[src/rtl/rgb_framer_if.sv]
// Pixel bus between the debayer/CSI side and the framer, plus framer status.
// The master modport is the upstream driver; the slave modport is the framer.
interface rgb_framer_if #(
    parameter int unsigned LINE_LENGTH = 640,
    parameter int unsigned NUM_LINES   = 480,
    parameter int unsigned RGB_WIDTH   = 24
);
    localparam int unsigned X_W = $clog2(LINE_LENGTH);
    localparam int unsigned Y_W = $clog2(NUM_LINES);

    logic                 frame_start;
    logic [RGB_WIDTH-1:0] rgb_in;
    logic                 rgb_in_valid;

    logic                 pix_valid;
    logic [RGB_WIDTH-1:0] pix_data;
    logic [X_W-1:0]       pix_x;
    logic [Y_W-1:0]       pix_y;
    logic                 pix_sol;
    logic                 pix_eol;
    logic                 pix_sof;
    logic                 pix_eof;
    logic                 frame_active;
    logic                 err_short_frame;
    logic [15:0]          drop_cnt;
    logic [15:0]          frame_cnt;

    modport master (
        output frame_start, rgb_in, rgb_in_valid,
        input  pix_valid, pix_data, pix_x, pix_y, pix_sol, pix_eol, pix_sof, pix_eof,
        input  frame_active, err_short_frame, drop_cnt, frame_cnt
    );

    modport slave (
        input  frame_start, rgb_in, rgb_in_valid,
        output pix_valid, pix_data, pix_x, pix_y, pix_sol, pix_eol, pix_sof, pix_eof,
        output frame_active, err_short_frame, drop_cnt, frame_cnt
    );
endinterface

[src/rtl/rgb_framer.sv]
// Frames the debayered RGB stream: tags pixels with x/y and line/frame markers,
// flags frames restarted early and counts pixels arriving outside a frame.
module rgb_framer #(
    parameter int unsigned LINE_LENGTH = 640,
    parameter int unsigned NUM_LINES   = 480,
    parameter int unsigned RGB_WIDTH   = 24
) (
    input logic          clk,
    input logic          rst,
    rgb_framer_if.slave  bus
);
    localparam int unsigned X_W   = $clog2(LINE_LENGTH);
    localparam int unsigned Y_W   = $clog2(NUM_LINES);
    localparam int unsigned CNT_W = 16;

    localparam logic [0:0] IDLE   = 1'b0;
    localparam logic [0:0] ACTIVE = 1'b1;

    localparam logic [X_W-1:0]   X_LAST  = X_W'(LINE_LENGTH - 1);
    localparam logic [Y_W-1:0]   Y_LAST  = Y_W'(NUM_LINES - 1);
    localparam logic [CNT_W-1:0] CNT_MAX = '1;

    logic [0:0]           state_q, state_d;
    logic [X_W-1:0]       x_q, x_d;
    logic [Y_W-1:0]       y_q, y_d;

    logic                 pix_valid_q, pix_valid_d;
    logic [RGB_WIDTH-1:0] pix_data_q, pix_data_d;
    logic [X_W-1:0]       pix_x_q, pix_x_d;
    logic [Y_W-1:0]       pix_y_q, pix_y_d;
    logic                 sol_q, sol_d, eol_q, eol_d;
    logic                 sof_q, sof_d, eof_q, eof_d;
    logic                 active_q, active_d;
    logic                 err_q, err_d;
    logic [CNT_W-1:0]     drop_cnt_q, drop_cnt_d;
    logic [CNT_W-1:0]     frame_cnt_q, frame_cnt_d;

    logic                 at_eol;
    logic                 at_last_line;
    logic                 eof_pix;
    logic [CNT_W-1:0]     drop_sat;

    assign at_eol       = (x_q == X_LAST);
    assign at_last_line = (y_q == Y_LAST);
    assign eof_pix      = bus.rgb_in_valid && at_eol && at_last_line;
    assign drop_sat     = (drop_cnt_q == CNT_MAX) ? drop_cnt_q : drop_cnt_q + CNT_W'(1);

    // Next-state, counter and output-register values
    always_comb begin
        state_d     = state_q;
        x_d         = x_q;
        y_d         = y_q;
        pix_valid_d = 1'b0;
        pix_data_d  = pix_data_q;
        pix_x_d     = pix_x_q;
        pix_y_d     = pix_y_q;
        sol_d       = 1'b0;
        eol_d       = 1'b0;
        sof_d       = 1'b0;
        eof_d       = 1'b0;
        err_d       = 1'b0;
        drop_cnt_d  = drop_cnt_q;
        frame_cnt_d = frame_cnt_q;

        case (state_q)
            ACTIVE: begin
                // A restart only spares the pixel if that pixel closes the frame
                if (bus.rgb_in_valid && (!bus.frame_start || eof_pix)) begin
                    pix_valid_d = 1'b1;
                    pix_data_d  = bus.rgb_in;
                    pix_x_d     = x_q;
                    pix_y_d     = y_q;
                    sol_d       = (x_q == '0);
                    eol_d       = at_eol;
                    sof_d       = (x_q == '0) && (y_q == '0);
                    eof_d       = eof_pix;
                    if (at_eol) begin
                        x_d = '0;
                        y_d = at_last_line ? '0 : y_q + Y_W'(1);
                    end else begin
                        x_d = x_q + X_W'(1);
                    end
                    if (eof_pix) begin
                        frame_cnt_d = frame_cnt_q + CNT_W'(1);
                        state_d     = IDLE;
                    end
                end
                if (bus.frame_start) begin
                    x_d     = '0;
                    y_d     = '0;
                    state_d = ACTIVE;
                    if (!eof_pix) begin
                        err_d = 1'b1;
                        if (bus.rgb_in_valid) begin
                            drop_cnt_d = drop_sat;
                        end
                    end
                end
            end
            default: begin
                if (bus.rgb_in_valid) begin
                    drop_cnt_d = drop_sat;
                end
                if (bus.frame_start) begin
                    x_d     = '0;
                    y_d     = '0;
                    state_d = ACTIVE;
                end
            end
        endcase

        active_d = (state_d == ACTIVE);
    end

    always_ff @(posedge clk or posedge rst) begin
        if (rst) begin
            state_q     <= IDLE;
            x_q         <= '0;
            y_q         <= '0;
            pix_valid_q <= 1'b0;
            pix_data_q  <= '0;
            pix_x_q     <= '0;
            pix_y_q     <= '0;
            sol_q       <= 1'b0;
            eol_q       <= 1'b0;
            sof_q       <= 1'b0;
            eof_q       <= 1'b0;
            active_q    <= 1'b0;
            err_q       <= 1'b0;
            drop_cnt_q  <= '0;
            frame_cnt_q <= '0;
        end else begin
            state_q     <= state_d;
            x_q         <= x_d;
            y_q         <= y_d;
            pix_valid_q <= pix_valid_d;
            pix_data_q  <= pix_data_d;
            pix_x_q     <= pix_x_d;
            pix_y_q     <= pix_y_d;
            sol_q       <= sol_d;
            eol_q       <= eol_d;
            sof_q       <= sof_d;
            eof_q       <= eof_d;
            active_q    <= active_d;
            err_q       <= err_d;
            drop_cnt_q  <= drop_cnt_d;
            frame_cnt_q <= frame_cnt_d;
        end
    end

    assign bus.pix_valid       = pix_valid_q;
    assign bus.pix_data        = pix_data_q;
    assign bus.pix_x           = pix_x_q;
    assign bus.pix_y           = pix_y_q;
    assign bus.pix_sol         = sol_q;
    assign bus.pix_eol         = eol_q;
    assign bus.pix_sof         = sof_q;
    assign bus.pix_eof         = eof_q;
    assign bus.frame_active    = active_q;
    assign bus.err_short_frame = err_q;
    assign bus.drop_cnt        = drop_cnt_q;
    assign bus.frame_cnt       = frame_cnt_q;

endmodule

[src/flat_wrapper.sv]
// flat-port wrapper written by rule: the top's interface ports become plain ports
module rgb_framer_flat 
#(
    parameter int unsigned LINE_LENGTH = 640,
    parameter int unsigned NUM_LINES   = 480,
    parameter int unsigned RGB_WIDTH   = 24
)
  (clk, rst, bus_frame_start, bus_rgb_in, bus_rgb_in_valid, bus_pix_valid, bus_pix_data, bus_pix_x, bus_pix_y, bus_pix_sol, bus_pix_eol, bus_pix_sof, bus_pix_eof, bus_frame_active, bus_err_short_frame, bus_drop_cnt, bus_frame_cnt);
  rgb_framer_if #(.LINE_LENGTH(LINE_LENGTH), .NUM_LINES(NUM_LINES), .RGB_WIDTH(RGB_WIDTH)) bus_i ();
  input logic clk;
  input logic rst;
  input wire logic [$bits(bus_i.frame_start)-1:0] bus_frame_start;
  input wire logic [$bits(bus_i.rgb_in)-1:0] bus_rgb_in;
  input wire logic [$bits(bus_i.rgb_in_valid)-1:0] bus_rgb_in_valid;
  output wire logic [$bits(bus_i.pix_valid)-1:0] bus_pix_valid;
  output wire logic [$bits(bus_i.pix_data)-1:0] bus_pix_data;
  output wire logic [$bits(bus_i.pix_x)-1:0] bus_pix_x;
  output wire logic [$bits(bus_i.pix_y)-1:0] bus_pix_y;
  output wire logic [$bits(bus_i.pix_sol)-1:0] bus_pix_sol;
  output wire logic [$bits(bus_i.pix_eol)-1:0] bus_pix_eol;
  output wire logic [$bits(bus_i.pix_sof)-1:0] bus_pix_sof;
  output wire logic [$bits(bus_i.pix_eof)-1:0] bus_pix_eof;
  output wire logic [$bits(bus_i.frame_active)-1:0] bus_frame_active;
  output wire logic [$bits(bus_i.err_short_frame)-1:0] bus_err_short_frame;
  output wire logic [$bits(bus_i.drop_cnt)-1:0] bus_drop_cnt;
  output wire logic [$bits(bus_i.frame_cnt)-1:0] bus_frame_cnt;
  assign bus_i.frame_start = bus_frame_start;
  assign bus_i.rgb_in = bus_rgb_in;
  assign bus_i.rgb_in_valid = bus_rgb_in_valid;
  assign bus_pix_valid = bus_i.pix_valid;
  assign bus_pix_data = bus_i.pix_data;
  assign bus_pix_x = bus_i.pix_x;
  assign bus_pix_y = bus_i.pix_y;
  assign bus_pix_sol = bus_i.pix_sol;
  assign bus_pix_eol = bus_i.pix_eol;
  assign bus_pix_sof = bus_i.pix_sof;
  assign bus_pix_eof = bus_i.pix_eof;
  assign bus_frame_active = bus_i.frame_active;
  assign bus_err_short_frame = bus_i.err_short_frame;
  assign bus_drop_cnt = bus_i.drop_cnt;
  assign bus_frame_cnt = bus_i.frame_cnt;
  rgb_framer #(.LINE_LENGTH(LINE_LENGTH), .NUM_LINES(NUM_LINES), .RGB_WIDTH(RGB_WIDTH)) u_core (.clk(clk), .rst(rst), .bus(bus_i));
endmodule
[config.mk]
export PLATFORM = sky130hd
export DESIGN_NAME = rgb_framer_flat
export DESIGN_NICKNAME = d
export VERILOG_FILES = /design/src/rtl/rgb_framer_if.sv /design/src/rtl/rgb_framer.sv /design/src/flat_wrapper.sv
export SDC_FILE = /design/constraint.sdc
export NUM_CORES = 1
export LEC_CHECK = 0
export ABC_AREA = 1
export BUFFER_PORTS_ARGS = -buffer_cell sky130_fd_sc_hd__buf_2
export CORE_AREA = 3 3 136 85
export DETAILED_ROUTE_END_ITERATION = 16
export DIE_AREA = 0 0 139 88
export GPL_ROUTABILITY_DRIVEN = 0
export PLACE_DENSITY = 0.78
export SLEW_MARGIN = 20
export SYNTH_ARGS = -nofsm -noshare
export SYNTH_HDL_FRONTEND = slang
export SYNTH_SLANG_ARGS = --single-unit
[constraint.sdc]
create_clock -name clk -period 3.4 [get_ports clk]
set_input_delay 0.68 -clock clk [delete_from_list [all_inputs] [get_ports clk]]
set_output_delay 0.68 -clock clk [all_outputs]
set_load 0.1 [all_outputs]
==> metrics.md <==
| Metric | Value |
|---|---|
| Status | `complete, no violations` |
| Total global-route track usage | `17.9%` |
| Pwr dens | `556 mW/mm²` |
| Layout fillers | `966` |
| Worst-path fanout max | `60` |
| Clock tree buffer depth | `2` |
| Leading cell type in the layout, fill and taps excluded | `nand2_1` |
| Die Area | `0.0122 mm²` |
| Endpoints failing hold | `0` |
| F_max | `0.413 GHz` |
| Core footprint | `0.0105 mm²` |
| Clock Skews | `0.00788 ns` |
| VDD IR max | `364 µV` |
| Minimum clock period | `2.42 ns` |
| CTS buffer count | `9` |
| Share of layout cells above drive strength 1 | `20.6%` |
| Fin crit share | `71.2%` |
| Dpl cells | `790` |
| Final Non-Filler Cells | `805` |
| CP Capture Type | `flip-flop` |
| Mapped Cells | `554` |
| Antenna cell count | `0` |
| Tot Pwr | `3140 µW` |
| Clock Pin Slew Worst Setup and Hold Paths | `0.06 ns` |
| Post-synthesis sequential area ratio | `54.2%` |
| Static Leak | `0.00302 µW` |
| Worst slew pin tran | `0.784 ns` |
| First-pass GRT wire length | `17900 µm` |
| Root buffer cell | `clkbuf_16` |
| Clk Latency, worst-skew pair | `0.34 ns` |
| Via count | `3908` |
| Resized Gates After CTS | `0` |
| Synthesis-to-layout area growth | `20.9%` |
| Flops & latches, synth | `101` |
| CP Launch Type | `flip-flop` |
| Netlist cell types | `28` |
| RSZ-0062 raised after global routing | `false` |
| Routed vias/inst | `4.85` |
| Total Nets Final | `696` |
| Setup_tns | `0 ns` |
| ANT nets after route | `0` |
| Iter 0 DRT Violations | `268` |
| Row count | `29` |
| Highest-count cells in the layout ignoring fill and taps | `nand2_1, buf_2, dfrtp_1` |
| WP data required | `3.68 ns` |
| CTS HTree Levels | `3` |
| Post-CTS Hold Buffers | `0` |
| WL per Instance | `13.5 µm` |
| Post-DP HPWL | `7940 µm` |
| Setup CP Type | `reg2reg` |
| Ports | `110` |
| Largest net degree at the start of global routing | `62` |
| I/O Buffers | `109` |
| CTS tree | `built` |
| Syn Nets | `588` |
| Reg2Reg Setup Slack | `0.98 ns` |
| Final Max Slew Viols | `0` |
| Die Y | `88 µm` |
| Die width | `139 µm` |
| Drt pass-1 iters | `5` |
| Initial antenna violation count | `0` |
| Post-CTS setup buffer count | `0` |
| Initial Util | `44.7%` |
| Yosys warning count | `0` |
| CP Data Arrival Time | `2.70 ns` |
| Mapped Area | `0.00467 mm²` |
| Rel. slew slack | `47.8%` |
| Max-Cap Viols | `0` |
| Grt ovf | `0` |
| Total wire length | `10800 µm` |
| Final setup fails | `0` |
| Worst min path class | `in2async` |
| Vias in the first global route | `3634` |
| Clk sinks | `101` |
| Syn Area/Cell | `8.42 µm²` |
| DRC | `0` |
-- state kept, by name, summed over array words and instances (netlist names), 9 cells and up --
signal	cells
u_core.bus.pix_y	9
u_core.bus.drop_cnt	16
u_core.y_q	9
u_core.bus.frame_cnt	16
u_core.x_q	10
u_core.bus.pix_x	10
u_core.bus.pix_data	24
-- metal layers --
metal  GRT usage, %  part of all wire [%]  up-vias
li1               -                     -     1946
met1           26.4                    51     1812
met2           26.7                    41      141
met3           5.51                   7.0        9
met4           2.66                  0.34        0
met5              0                     0        -
-- critical path, stage by stage, from the launching register on --
cell	delay [ns]
dfrtp_1	0.41
ha_1	0.23
nand3_2	0.12
nor2_4	0.17
nand2_2	0.11
o21ai_4	0.22
nand2_4	0.34
inv_2	0.53
nand2_1	0.14
nand2_1	0.09
-- where the power goes --
group | switching [µW] | internal, µW
Clock | 437 | 640
Sequential | 57.8 | 1270
Combinational | 625 | 109
Total | 1120 | 2020
-- worst paths after layout --
kind,startpoint,to,cells after the start
max,u_core.x_q[0],u_core.bus.pix_data[22],9
min,rst,u_core.bus.pix_data[8],2
max reg2reg,u_core.x_q[0],u_core.bus.pix_data[22],9
min reg2reg,u_core.bus.pix_x[4],u_core.bus.pix_x[4],2
max in group asynchronous,rst,u_core.x_q[7],3
min in group clk,u_core.bus.pix_x[4],u_core.bus.pix_x[4],2
-- cells in the mapped netlist (all sizes together) --
library cell	n	share of area (%)
clkbuf	3	0.24
o22ai	3	0.40
nand3b	2	0.32
nor3	13	1.4
buf	11	1.6
a21oi	7	0.75
o21ai	31	3.6
nand3	29	3.3
ha	6	1.6
a221oi	1	0.19
nand2	207	17
nor2	40	3.5
xnor2	10	1.9
o21a	2	0.32
inv	57	4.6
nand4	9	1.2
nor4	1	0.13
xor2	21	3.9
dfrtp	101	54
-- area by class of cell --
cell class | count | area [µm²] | share of cell area, %
Sequential cell | 101 | 2530 | 44.8
Multi-Input combinational cell | 382 | 1840 | 32.6
Timing Repair Buffer | 111 | 573 | 10.2
Clock buffer | 9 | 225 | 3.99
Inverter | 57 | 216 | 3.84
Tap cell | 139 | 174 | 3.08
Clock inverter | 6 | 88.8 | 1.57
-- cell families after synthesis --
kind of cell	after synthesis	share of synthesized area, %
flops	101	54.2
fa+ha+maj	6	1.61
simple gates	301	26.7
xor+xnor	31	5.82
buf+inv	71	6.46
compound gates	44	5.23
-- per-stage QoR --
stage	cell area, µm²	setup slack [ns]	util (%)	hold slack [ns]
floorplan	4670	0.0729	-	0.500
global placement	5330	1.12	51.0	0.457
detailed placement	5330	0.963	51.0	0.465
CTS	5640	0.945	54.0	0.482
global route	5640	0.686	54.0	0.493
finish	5640	0.980	54.0	0.473
Note: power is estimated with default switching activity, not from simulation.
